`config.mk`:
```
export PLATFORM = sky130hd
export DESIGN_NAME = ref_line_sequencer
export DESIGN_NICKNAME = d
export VERILOG_FILES = /design/src/rtl/ref_line_sequencer.sv
export SDC_FILE = /design/constraint.sdc
export NUM_CORES = 1
export LEC_CHECK = 0
export ABC_AREA = 1
export ABC_CLOCK_PERIOD_IN_PS = 5100
export CAP_MARGIN = 20
export CORE_MARGIN = 2
export CORE_UTILIZATION = 45
export CTS_CLUSTER_SIZE = 30
export DETAILED_ROUTE_END_ITERATION = 6
export PLACE_DENSITY = 0.77
export SYNTH_ARGS = -nofsm -noshare
export SYNTH_HDL_FRONTEND = slang
export SYNTH_SLANG_ARGS = --single-unit
```
`constraint.sdc`:
```
create_clock -name clk -period 5.1 [get_ports clk]
set_input_delay 1.02 -clock clk [delete_from_list [all_inputs] [get_ports clk]]
set_output_delay 1.02 -clock clk [all_outputs]
set_load 0.05 [all_outputs]
```
`src/rtl/ref_line_sequencer.sv`:
```
// ref_line_sequencer: walks one reference-block fetch over its cache-line grid in raster order,
// emitting one registered line beat per downstream handshake.
// Optional macro REF_LINE_SEQ_BACK_TO_BACK_EN lets a new request be taken while the last beat
// of the current block is being accepted, so consecutive blocks stream without a bubble.
module ref_line_sequencer #(
    parameter int X_ADDR_WDTH   = 12,
    parameter int Y_ADDR_WDTH   = 12,
    parameter int C_L_H_SIZE    = 3,
    parameter int C_L_V_SIZE    = 3,
    parameter int LUMA_DIM_WDTH = 4,
    parameter int REF_ADDR_WDTH = 4
) (
    input  logic                          clk,
    input  logic                          reset,
    input  logic                          req_valid,
    output logic                          req_ready,
    input  logic [X_ADDR_WDTH-1:0]        req_start_x,
    input  logic [Y_ADDR_WDTH-1:0]        req_start_y,
    input  logic [LUMA_DIM_WDTH-1:0]      req_wdt_m1,
    input  logic [LUMA_DIM_WDTH-1:0]      req_hgt_m1,
    input  logic [REF_ADDR_WDTH-1:0]      req_ref_idx,
    input  logic                          flush,
    output logic                          out_valid,
    input  logic                          out_ready,
    output logic [X_ADDR_WDTH-C_L_H_SIZE-1:0] curr_x_addr,
    output logic [Y_ADDR_WDTH-C_L_V_SIZE-1:0] curr_y_addr,
    output logic [1:0]                    curr_x,
    output logic [1:0]                    curr_y,
    output logic [1:0]                    delta_x,
    output logic [1:0]                    delta_y,
    output logic [REF_ADDR_WDTH-1:0]      ref_idx_out,
    output logic                          first_line,
    output logic                          last_line,
    output logic                          busy
);
    localparam int XA  = X_ADDR_WDTH - C_L_H_SIZE;
    localparam int YA  = Y_ADDR_WDTH - C_L_V_SIZE;
    localparam int SXW = (LUMA_DIM_WDTH > C_L_H_SIZE ? LUMA_DIM_WDTH : C_L_H_SIZE) + 1;
    localparam int SYW = (LUMA_DIM_WDTH > C_L_V_SIZE ? LUMA_DIM_WDTH : C_L_V_SIZE) + 1;

    typedef enum logic {IDLE, WALK} state_t;

    state_t          state, state_nxt;
    logic [XA-1:0]   base_x;
    logic [YA-1:0]   base_y;
    logic [SXW-1:0]  sum_x;
    logic [SYW-1:0]  sum_y;
    logic [1:0]      dx_new, dy_new, nx, ny;
    logic            step_x, accept, beat;

    assign accept = req_valid && req_ready;
    assign beat   = out_valid && out_ready;

    // state register
    always_ff @(posedge clk) begin
        if (reset) state <= IDLE;
        else       state <= state_nxt;
    end

    // next state: flush wins, then a new request, then completion of the last beat
    always_comb begin
        state_nxt = state;
        if (flush)                                     state_nxt = IDLE;
        else if (accept)                               state_nxt = WALK;
        else if (state == WALK && beat && last_line)   state_nxt = IDLE;
    end

    // handshake and status outputs
    always_comb begin
        out_valid = state == WALK;
        busy      = state == WALK;
`ifdef REF_LINE_SEQ_BACK_TO_BACK_EN
        req_ready = !flush && (state == IDLE || (state == WALK && out_ready && last_line));
`else
        req_ready = !flush && state == IDLE;
`endif
    end

    // span of the incoming request and the raster step from the current line
    always_comb begin
        sum_x  = SXW'(req_start_x[C_L_H_SIZE-1:0]) + SXW'(req_wdt_m1);
        sum_y  = SYW'(req_start_y[C_L_V_SIZE-1:0]) + SYW'(req_hgt_m1);
        dx_new = 2'(sum_x >> C_L_H_SIZE);
        dy_new = 2'(sum_y >> C_L_V_SIZE);
        step_x = curr_x < delta_x;
        nx     = step_x ? curr_x + 2'd1 : 2'd0;
        ny     = step_x ? curr_y : curr_y + 2'd1;
    end

    // beat registers: load on acceptance, advance on each non-final handshake
    always_ff @(posedge clk) begin
        if (reset || flush) begin
            base_x      <= '0;
            base_y      <= '0;
            curr_x_addr <= '0;
            curr_y_addr <= '0;
            curr_x      <= '0;
            curr_y      <= '0;
            delta_x     <= '0;
            delta_y     <= '0;
            ref_idx_out <= '0;
            first_line  <= 1'b0;
            last_line   <= 1'b0;
        end else if (accept) begin
            base_x      <= req_start_x[X_ADDR_WDTH-1:C_L_H_SIZE];
            base_y      <= req_start_y[Y_ADDR_WDTH-1:C_L_V_SIZE];
            curr_x_addr <= req_start_x[X_ADDR_WDTH-1:C_L_H_SIZE];
            curr_y_addr <= req_start_y[Y_ADDR_WDTH-1:C_L_V_SIZE];
            curr_x      <= '0;
            curr_y      <= '0;
            delta_x     <= dx_new;
            delta_y     <= dy_new;
            ref_idx_out <= req_ref_idx;
            first_line  <= 1'b1;
            last_line   <= dx_new == 2'd0 && dy_new == 2'd0;
        end else if (beat && !last_line) begin
            curr_x      <= nx;
            curr_y      <= ny;
            curr_x_addr <= base_x + XA'(nx);
            curr_y_addr <= base_y + YA'(ny);
            first_line  <= 1'b0;
            last_line   <= nx == delta_x && ny == delta_y;
        end
    end
endmodule
```
==> results.toml, run 1 <==
[outcome]
status = "finished, final reports clean"

[cts]
cts_buffer_depth = 2
cts.hold.buffers_added = 0
clock_sinks = 51
path_clk_slew_ns = 0.08
cts_setup_buffers = 0
cts_tree = "built"
clock_latency_ns = 0.29
cts_buffers = 5
h-tree-depth = 2
cts-resized-gates = 0
cts_root_buffer = "clkbuf_8"

[die]
rows = 27
ios = 76
die_w_um = 79.4
core_sq_um = 5510
die_y_um = 79.4
start_util_pct = 46.4
die-area_sq_um = 6300

[power_and_ir_drop]
power.leakage_nw = 1.31
peakVddDrop_mv = 0.128
p_switching_mw = 0.220
internal-power_mw = 0.567
clkPwrFrac_pct = 26.9
p_per_area_nw_per_um2 = 234
power_frac_comb_pct = 20.0
seqPwrFrac_pct = 53.1
switching_share_pct = 28.0

[layout]
post-route-util_pct = 61.1
num-fill-cells = 495
register_area_sq_um = 1020
multi_input_area_sq_um = 1260
area_growth_pct = 31.6
num_antenna_cells = 0
fin_nets = 453
layout-drive-gt1-share_pct = 6.50

[worst_setup_path]
critPathArrivalTime_ns = 2.49
startpoint = "flush"
cpPeakStageDelay_ns = 0.83
cp_slowest_cell = "clkdlybuf4s50_1"
r2r-start = "delta_x[1]$_SDFFE_PP0P_"
cp-end-kind = "output port"
path_class = "in -> out"
cp_common_cell = "clkdlybuf4s50_1"
critPathRequiredTime_ns = 4.08
reg2reg_slack_ns = 2.49
crit_buf_inv = 2
start_kind = "input port"
worstPathCellList = "clkdlybuf4s50_1, nor2_4, clkdlybuf4s50_1"
cpLargestDelayFamily = "buffers and inverters"
path_max_fanout = 2

[synth]
seq_area_frac_synth_pct = 39.9
synth_area_per_cell_sq_um = 7.70
syn_nets = 384
syn_area_sq_um = 2560
ys_ff_latch = 51
netlist_instances = 332
synth_edf_count = 0
ys.flop_type = "dfxtp_1"
ys_warn_count = 0
yosysUniqueCellTypes = 38
async_reset_ff_share_pct = 0

[timing]
fmax_mhz = 285
period_share_pct = 68.8
setup_tns_ns = 0
max-slew-margin-rel_pct = 51.5
hold_viol = 0
fin_crit_ns = 3.51
tightest_slew_ns = 0.726
setup_slack_ns = 1.59
setup_viol_count_final = 0
fin_skew_ns = 0.00566
maxSlewViolCount = 0
grt_setup_unrepaired = "no"

[route]
dr.pass1.iters = 5
num_vias = 2454
drtIter0Drc = 159
route.detailed.wl_per_inst_um = 12.7
ant_nets = 0
wl_um = 6000
via_per_inst = 5.20
drc = 0

[global_routing]
antenna_found_initial = 0
grt_max_degree = 37
grt_pass1_wl_um = 10400
overflow = 0
track_usage_pct = 20.4
grt_pass1_vias = 2410

[flow_run]
max_cap_viol_count = 0

[placed_design]
place_ws_ns = 1.59
place_hpwl_um = 4340
port_buffers = 75
gp_congestion = 0.841

[worst_hold_path]
min_from = "first_line$_SDFFE_PP0P_"
hp-class = "reg -> reg"
## stage by stage
step,hold WS (ns),area [sq um],instances,power (mW)
2_1_floorplan,0.450,2560,332,0.526
3_3_place_gp,0.452,3290,466,0.583
3_5_place_dp,0.457,3290,466,0.586
4_1_cts,0.474,3370,472,0.793
5_1_grt,0.497,3370,472,0.825
6_report,0.470,3370,472,0.787
## per-layer routing
metal	GRT usage (%)	routed length, um	vias to the layer above
li1	-	-	1255
met1	24.8	2730	1133
met2	36.4	2970	58
met3	4.19	237	8
met4	5.52	63	0
met5	0	0	-
## synth_stat cells (2+ instances only)
cell type | number | share of area (%)
a21oi_1 | 23 | 4.5
a22o_1 | 4 | 1.4
a31oi_1 | 15 | 3.7
buf_2 | 5 | 0.98
buf_6 | 3 | 1.3
clkbuf_1 | 3 | 0.44
dfxtp_1 | 51 | 40
fa_1 | 2 | 1.6
ha_1 | 9 | 4.4
inv_1 | 38 | 5.6
inv_2 | 2 | 0.29
nand2_1 | 64 | 9.4
nand2_2 | 4 | 0.98
nand3_1 | 22 | 4.3
nand4_1 | 5 | 1.2
nor2_1 | 17 | 2.5
nor2_2 | 2 | 0.49
nor2_4 | 3 | 1.3
o211ai_1 | 2 | 0.59
o21ai_0 | 26 | 5.1
o21ai_1 | 3 | 0.59
o22ai_1 | 9 | 2.2
or2_2 | 4 | 0.98
xnor2_1 | 2 | 0.69
## final cells by class
class / count / area share [%]
clock buffer: 6 / 2.16
inverter: 41 / 4.72
multi-input combinational: 226 / 37.6
sequential: 51 / 30.3
tap: 72 / 2.68
timing repair buffer: 76 / 22.5
## worst paths after layout
kind,end,cells after the start
max,req_ready,3
min,first_line$_SDFFE_PP0P_,2
max reg2reg,curr_x_addr[8]$_SDFFE_PP0P_,15
min reg2reg,first_line$_SDFFE_PP0P_,2
## flip-flops by register name, summed over array words and instances, names as in the netlist
register	flops
curr_x	2
first_line	1
curr_x_addr	9
curr_y_addr	9
base_x	9
base_y	9
last_line	1
delta_y	2
ref_idx_out	4
delta_x	2
curr_y	2
busy	1
## worst min-delay path: stages (launching register included)
cell and delay [ns]:
dfxtp_1 0.32, nand3_1 0.07, nand2_1 0.04
## cell usage in the layout, fill, tap and decap left out
cell and n:
a21o_1 1, a21oi_1 23, a21oi_2 1, a22o_1 4, a31oi_1 15, a41oi_1 1
and2_1 1, buf_4 1, clkbuf_1 1, clkbuf_8 5, clkdlybuf4s50_1 75, dfxtp_1 51
fa_1 2, ha_1 9, inv_1 38, inv_2 2, inv_6 1, nand2_1 64
nand2_2 4, nand2_4 1, nand2_8 1, nand3_1 22, nand3b_1 1, nand4_1 5
nor2_1 17, nor2_2 2, nor2_4 3, o211ai_1 2, o21a_1 1, o21ai_0 26
o21ai_1 3, o21ai_2 1, o22ai_1 9, or2_1 1, or2_2 4, xnor2_1 2
## cell families (layout without fill, tap and decap cells)
| logic type | Yosys count | in the layout | share of synthesized area (%) |
|---|---|---|---|
| simple gates | 126 | 126 | 23.2 |
| fa+ha+maj | 11 | 11 | 5.97 |
| compound gates | 87 | 87 | 19.6 |
| xor+xnor | 2 | 2 | 0.685 |
| flops | 51 | 51 | 39.9 |
| buf+inv | 55 | 123 | 10.6 |
## power by group through the flow
stage	Clock (mW)	Sequential, mW	Combinational [mW]
finish	0.212	0.418	0.157
CTS	0.217	0.418	0.159
global placement	0	0.427	0.156
floorplan	0	0.457	0.0694
global route	0.233	0.420	0.172
detailed placement	0	0.427	0.158
Note: power is estimated with default switching activity, not from simulation.
==> run 2: changes to the inputs <==
- ABC_CLOCK_PERIOD_IN_PS: 5100 -> 3100
- CORE_UTILIZATION: 45 -> 43
- clock period: 5.1 -> 3.1 ns (I/O delays scaled with it)
==> run 2 against run 1 <==
Flip-flop and latch count unchanged. Power is 73% higher. Clock power is 93% higher. Critical path type unchanged. Critical endpoint unchanged. Highest routed layer unchanged.
==> results.toml, run 2 (synthesis gave the netlist of run 1 again) <==
[outcome]
status = "finished, final reports clean"

[cts]
path_clk_slew_ns = 0.09
clock_latency_ns = 0.30
cts.hold.buffers_added = 0
h-tree-depth = 2
cts-resized-gates = 0
cts_buffers = 5
cts_buffer_depth = 2
cts_tree = "built"
clock_sinks = 51
cts_setup_buffers = 0
cts_root_buffer = "clkbuf_8"

[route]
wl_um = 6050
dr.pass1.iters = 4
num_vias = 2463
ant_nets = 0
route.detailed.wl_per_inst_um = 12.7
via_per_inst = 5.15
drc = 0
drtIter0Drc = 142

[flow_run]
max_cap_viol_count = 0

[power_and_ir_drop]
power.leakage_nw = 1.33
p_per_area_nw_per_um2 = 399
peakVddDrop_mv = 0.212

[global_routing]
grt_pass1_wl_um = 10200
grt_pass1_vias = 2264
grt_max_degree = 37
track_usage_pct = 19.7
antenna_found_initial = 0
overflow = 0

[worst_hold_path]
hp-class = "reg -> reg"

[die]
ios = 76
die_y_um = 81.1
core_sq_um = 5850
die-area_sq_um = 6580
rows = 28
start_util_pct = 43.7
die_w_um = 81.1

[worst_setup_path]
r2r-end = "curr_x_addr[8]$_SDFFE_PP0P_"
critPathArrivalTime_ns = 2.07
path_max_fanout = 2
worstRegToRegCells = 15
critPathRequiredTime_ns = 2.48
r2r-start = "delta_x[1]$_SDFFE_PP0P_"
cp-end-kind = "output port"
path_class = "in -> out"
start_kind = "input port"
reg2reg_slack_ns = 0.58
critPathCapture = "req_ready"
startpoint = "flush"

[layout]
final_common_cell = "clkdlybuf4s50_1"
most-common-layout-cells = "75 x clkdlybuf4s50_1, 64 x nand2_1, 51 x dfxtp_1"
area_growth_pct = 33.1
fin_nets = 454
layout-drive-gt1-share_pct = 7.44
final_cell_area_sq_um = 3400
num_antenna_cells = 0

[timing]
max-slew-margin-rel_pct = 63.9
grt_setup_unrepaired = "no"
setup_tns_ns = 0
hold_viol = 0
period_share_pct = 86.9
tightest_slew_ns = 0.540
fin_skew_ns = 0.00449
setup_slack_ns = 0.406
maxSlewViolCount = 0
setup_viol_count_final = 0
fin_crit_ns = 2.69
whs_ns = 0.479
fmax_mhz = 371

[placed_design]
place_ws_ns = 0.406
place_hpwl_um = 4330
dpl_cell_area_sq_um = 3300
gp_congestion = 0.835
port_buffers = 75
[run 2: cell count changes in the layout (fill, tap and decap cells not counted)]
cell	before	now
buf_4	1	2
clkbuf_1	1	0
clkbuf_8	5	6
clkinv_4	0	1
clkinvlp_4	0	1
[run 2: per-stage QoR]
| stage | std cells | utilization [%] | total power [mW] |
|---|---|---|---|
| finish | 478 | 58.2 | 1.36 |
| global route | 478 | 58.2 | 1.42 |
| CTS | 478 | 58.2 | 1.37 |
| detailed placement | 470 | 56.5 | 0.965 |
| global placement | 470 | 56.5 | 0.960 |
| floorplan | 332 | - | 0.866 |
[run 2: final cells by class]
| class | instances | area, sq um |
|---|---|---|
| clock inverter | 2 | 16.3 |
| multi-input combinational | 226 | 1260 |
| clock buffer | 6 | 82.6 |
| timing repair buffer | 77 | 766 |
| sequential | 51 | 1020 |
| fill | 535 | 2450 |
| tap | 75 | 93.8 |
| inverter | 41 | 159 |
[run 2: worst min-delay path by stage]
stage / cells past startpoint / from / end
floorplan: 2 / base_x[0]$_SDFFE_PP0P_ / base_x[0]$_SDFFE_PP0P_
global placement: 2 / first_line$_SDFFE_PP0P_ / first_line$_SDFFE_PP0P_
detailed placement: 1 / ref_idx_out[1]$_SDFFE_PP0P_ / ref_idx_out[1]$_SDFFE_PP0P_
CTS: 2 / base_y[0]$_SDFFE_PP0P_ / base_y[0]$_SDFFE_PP0P_
global route: 2 / first_line$_SDFFE_PP0P_ / first_line$_SDFFE_PP0P_
finish: 2 / base_y[0]$_SDFFE_PP0P_ / base_y[0]$_SDFFE_PP0P_
[run 2: report_power, final]
| part | internal [mW] | switching, mW | total [mW] |
|---|---|---|---|
| Combinational | 0.108 | 0.152 | 0.260 |
| Clock | 0.183 | 0.228 | 0.410 |
| Sequential | 0.675 | 0.0132 | 0.688 |
[run 2: worst max-delay path, stage by stage]
cell,delay [ns]
clkdlybuf4s50_1,0.46
nor2_4,0.16
clkdlybuf4s50_1,0.83
[run 2: metal layers]
| layer | vias up | track usage [%] | routed length, um |
|---|---|---|---|
| met3 | 4 | 3.78 | 233 |
| met4 | 0 | 5.76 | 48 |
| met5 | - | 0 | 0 |
| met2 | 51 | 35.2 | 2940 |
| li1 | 1256 | - | - |
| met1 | 1152 | 24.1 | 2830 |
==> run 3: changes to the inputs <==
- CORE_UTILIZATION: 43 -> 45
- DONT_BUFFER_PORTS: default -> 1
- PLACE_DENSITY: 0.77 -> default
==> run 3 against run 2 <==
Clock skew grew 0.0031 ns. Non-clock buffer count shrank 70. Highest routed layer unchanged. Sequential share of layout area grew 7.7 points. Via count shrank 13%. Largest power group unchanged. Count of clock-buffer cells in the layout is the same. Sequential power grew 6.5%. Combinational power shrank 48%. Worst hold slack lost 0.022 ns. Die area shrank 4.2%. Design area shrank 21%.
==> results.toml, run 3 (synthesis gave the netlist of run 1 again) <==
[outcome]
status = "finished, final reports clean"

[worst_setup_path]
reg2reg_slack_ns = 0.41
r2r-end = "curr_y_addr[8]$_SDFFE_PP0P_"
critPathArrivalTime_ns = 2.87
r2r-start = "curr_x[0]$_SDFFE_PP0P_"
critPathRequiredTime_ns = 3.28
cp-end-kind = "flop"
path_max_fanout = 4
worstRegToRegCells = 13
start_kind = "flop"
path_class = "reg -> reg"

[timing]
max-slew-margin-rel_pct = 49.3
fin_skew_ns = 0.00762
setup_viol_count_final = 0
hold_viol = 0
period_share_pct = 86.8
fmax_mhz = 371
grt_setup_unrepaired = "no"
tightest_slew_ns = 0.759
maxSlewViolCount = 0
setup_tns_ns = 0
fin_crit_ns = 2.69

[power_and_ir_drop]
power.leakage_nw = 1.09
fin_total_pwr_mw = 1.35
p_per_area_nw_per_um2 = 499
peakVddDrop_mv = 0.337

[route]
num_vias = 2152
dr.pass1.iters = 4
via_per_inst = 5.31
drc = 0
ant_nets = 0
drtIter0Drc = 119
wl_um = 5740
route.detailed.wl_per_inst_um = 14.2

[die]
die_y_um = 79.4
die_w_um = 79.4
rows = 27
start_util_pct = 46.4
ios = 76
core_sq_um = 5510
die-area_sq_um = 6300

[cts]
cts_tree = "built"
cts_root_buffer = "clkbuf_8"
cts-resized-gates = 0
clock_sinks = 51
cts_setup_buffers = 0
h-tree-depth = 2
clock_latency_ns = 0.30
path_clk_slew_ns = 0.09
cts_buffer_depth = 2
cts_buffers = 5
cts.hold.buffers_added = 0

[placed_design]
place_hpwl_um = 4080
gp_congestion = 0.906
dpl_cell_area_sq_um = 2590
port_buffers = 0

[global_routing]
grt_max_degree = 37
overflow = 0
grt_pass1_wl_um = 9730
grt_use_met1_pct = 26.6
antenna_found_initial = 0
grt_pass1_vias = 2029
track_usage_pct = 19.6
grtUsageMet2_pct = 30.9
busiest_layer = "met2"
use_met3_pct = 4.75

[layout]
final_cell_area_sq_um = 2710
num_antenna_cells = 0
fin_nets = 384
area_growth_pct = 5.77
post-route-util_pct = 49.1
most-common-layout-cells = "64 x nand2_1, 51 x dfxtp_1, 38 x inv_1"
final_common_cell = "nand2_1"
layout-drive-gt1-share_pct = 10.5

[worst_hold_path]
hold_depth = 1
min_from = "req_ref_idx[3]"
hp-class = "in -> reg"
min_to = "ref_idx_out[3]$_SDFFE_PP0P_"

[flow_run]
max_cap_viol_count = 0
-- run 3: how the worst max path moves through the flow --
| stage | start | to | slack (ns) | cells past startpoint |
|---|---|---|---|---|
| floorplan | delta_x[1]$_SDFFE_PP0P_ | curr_x_addr[8]$_SDFFE_PP0P_ | 0.41 | 15 |
| global placement | curr_x[0]$_SDFFE_PP0P_ | curr_y_addr[8]$_SDFFE_PP0P_ | 0.52 | 13 |
| detailed placement | curr_x[0]$_SDFFE_PP0P_ | curr_y_addr[8]$_SDFFE_PP0P_ | 0.48 | 13 |
| CTS | curr_x[0]$_SDFFE_PP0P_ | curr_y_addr[8]$_SDFFE_PP0P_ | 0.44 | 13 |
| global route | curr_x[0]$_SDFFE_PP0P_ | curr_y_addr[8]$_SDFFE_PP0P_ | 0.12 | 13 |
| finish | curr_x[0]$_SDFFE_PP0P_ | curr_y_addr[8]$_SDFFE_PP0P_ | 0.41 | 13 |
-- run 3: layout make-up --
| cell class | instances | area, sq um |
|---|---|---|
| Multi-Input combinational cell | 226 | 1260 |
| Timing Repair Buffer | 7 | 52.6 |
| Clock inverter | 2 | 35.0 |
| Tap cell | 72 | 90.1 |
| Sequential cell | 51 | 1020 |
| Clock buffer | 6 | 82.6 |
| Inverter | 41 | 159 |
| Fill cell | 566 | 2800 |
-- run 3: per-stage QoR --
stage / cells / setup slack [ns] / hold slack (ns)
after global placement: 397 / 0.523 / 0.460
after global routing: 405 / 0.121 / 0.440
after detailed placement: 397 / 0.484 / 0.461
after CTS: 405 / 0.439 / 0.447
after floorplan: 332 / 0.407 / 0.450
final: 405 / 0.408 / 0.457
-- run 3: worst max-delay path: stages, from the launching register on --
cell and delay, ns:
dfxtp_1 0.70, inv_2 0.10, nand2_1 0.12, nand2_2 0.09, nand3_1 0.13, nand2_1 0.10, inv_1 0.06, ha_1 0.18
fa_1 0.21, nand2_1 0.08, nor2_1 0.24, nand4_1 0.22, o21ai_0 0.22, a41oi_1 0.12
-- run 3: metal layers --
layer  vias up  wire length, um
met4         0               59
li1       1114                -
met1       981             2720
met5         -                0
met3         6              352
met2        51             2600
-- run 3: power by group --
group	internal (mW)	total [mW]	switching (mW)
sequential	0.674	0.733	0.0586
combinational	0.0416	0.136	0.0945
clock	0.262	0.482	0.220
total	0.978	1.35	0.374
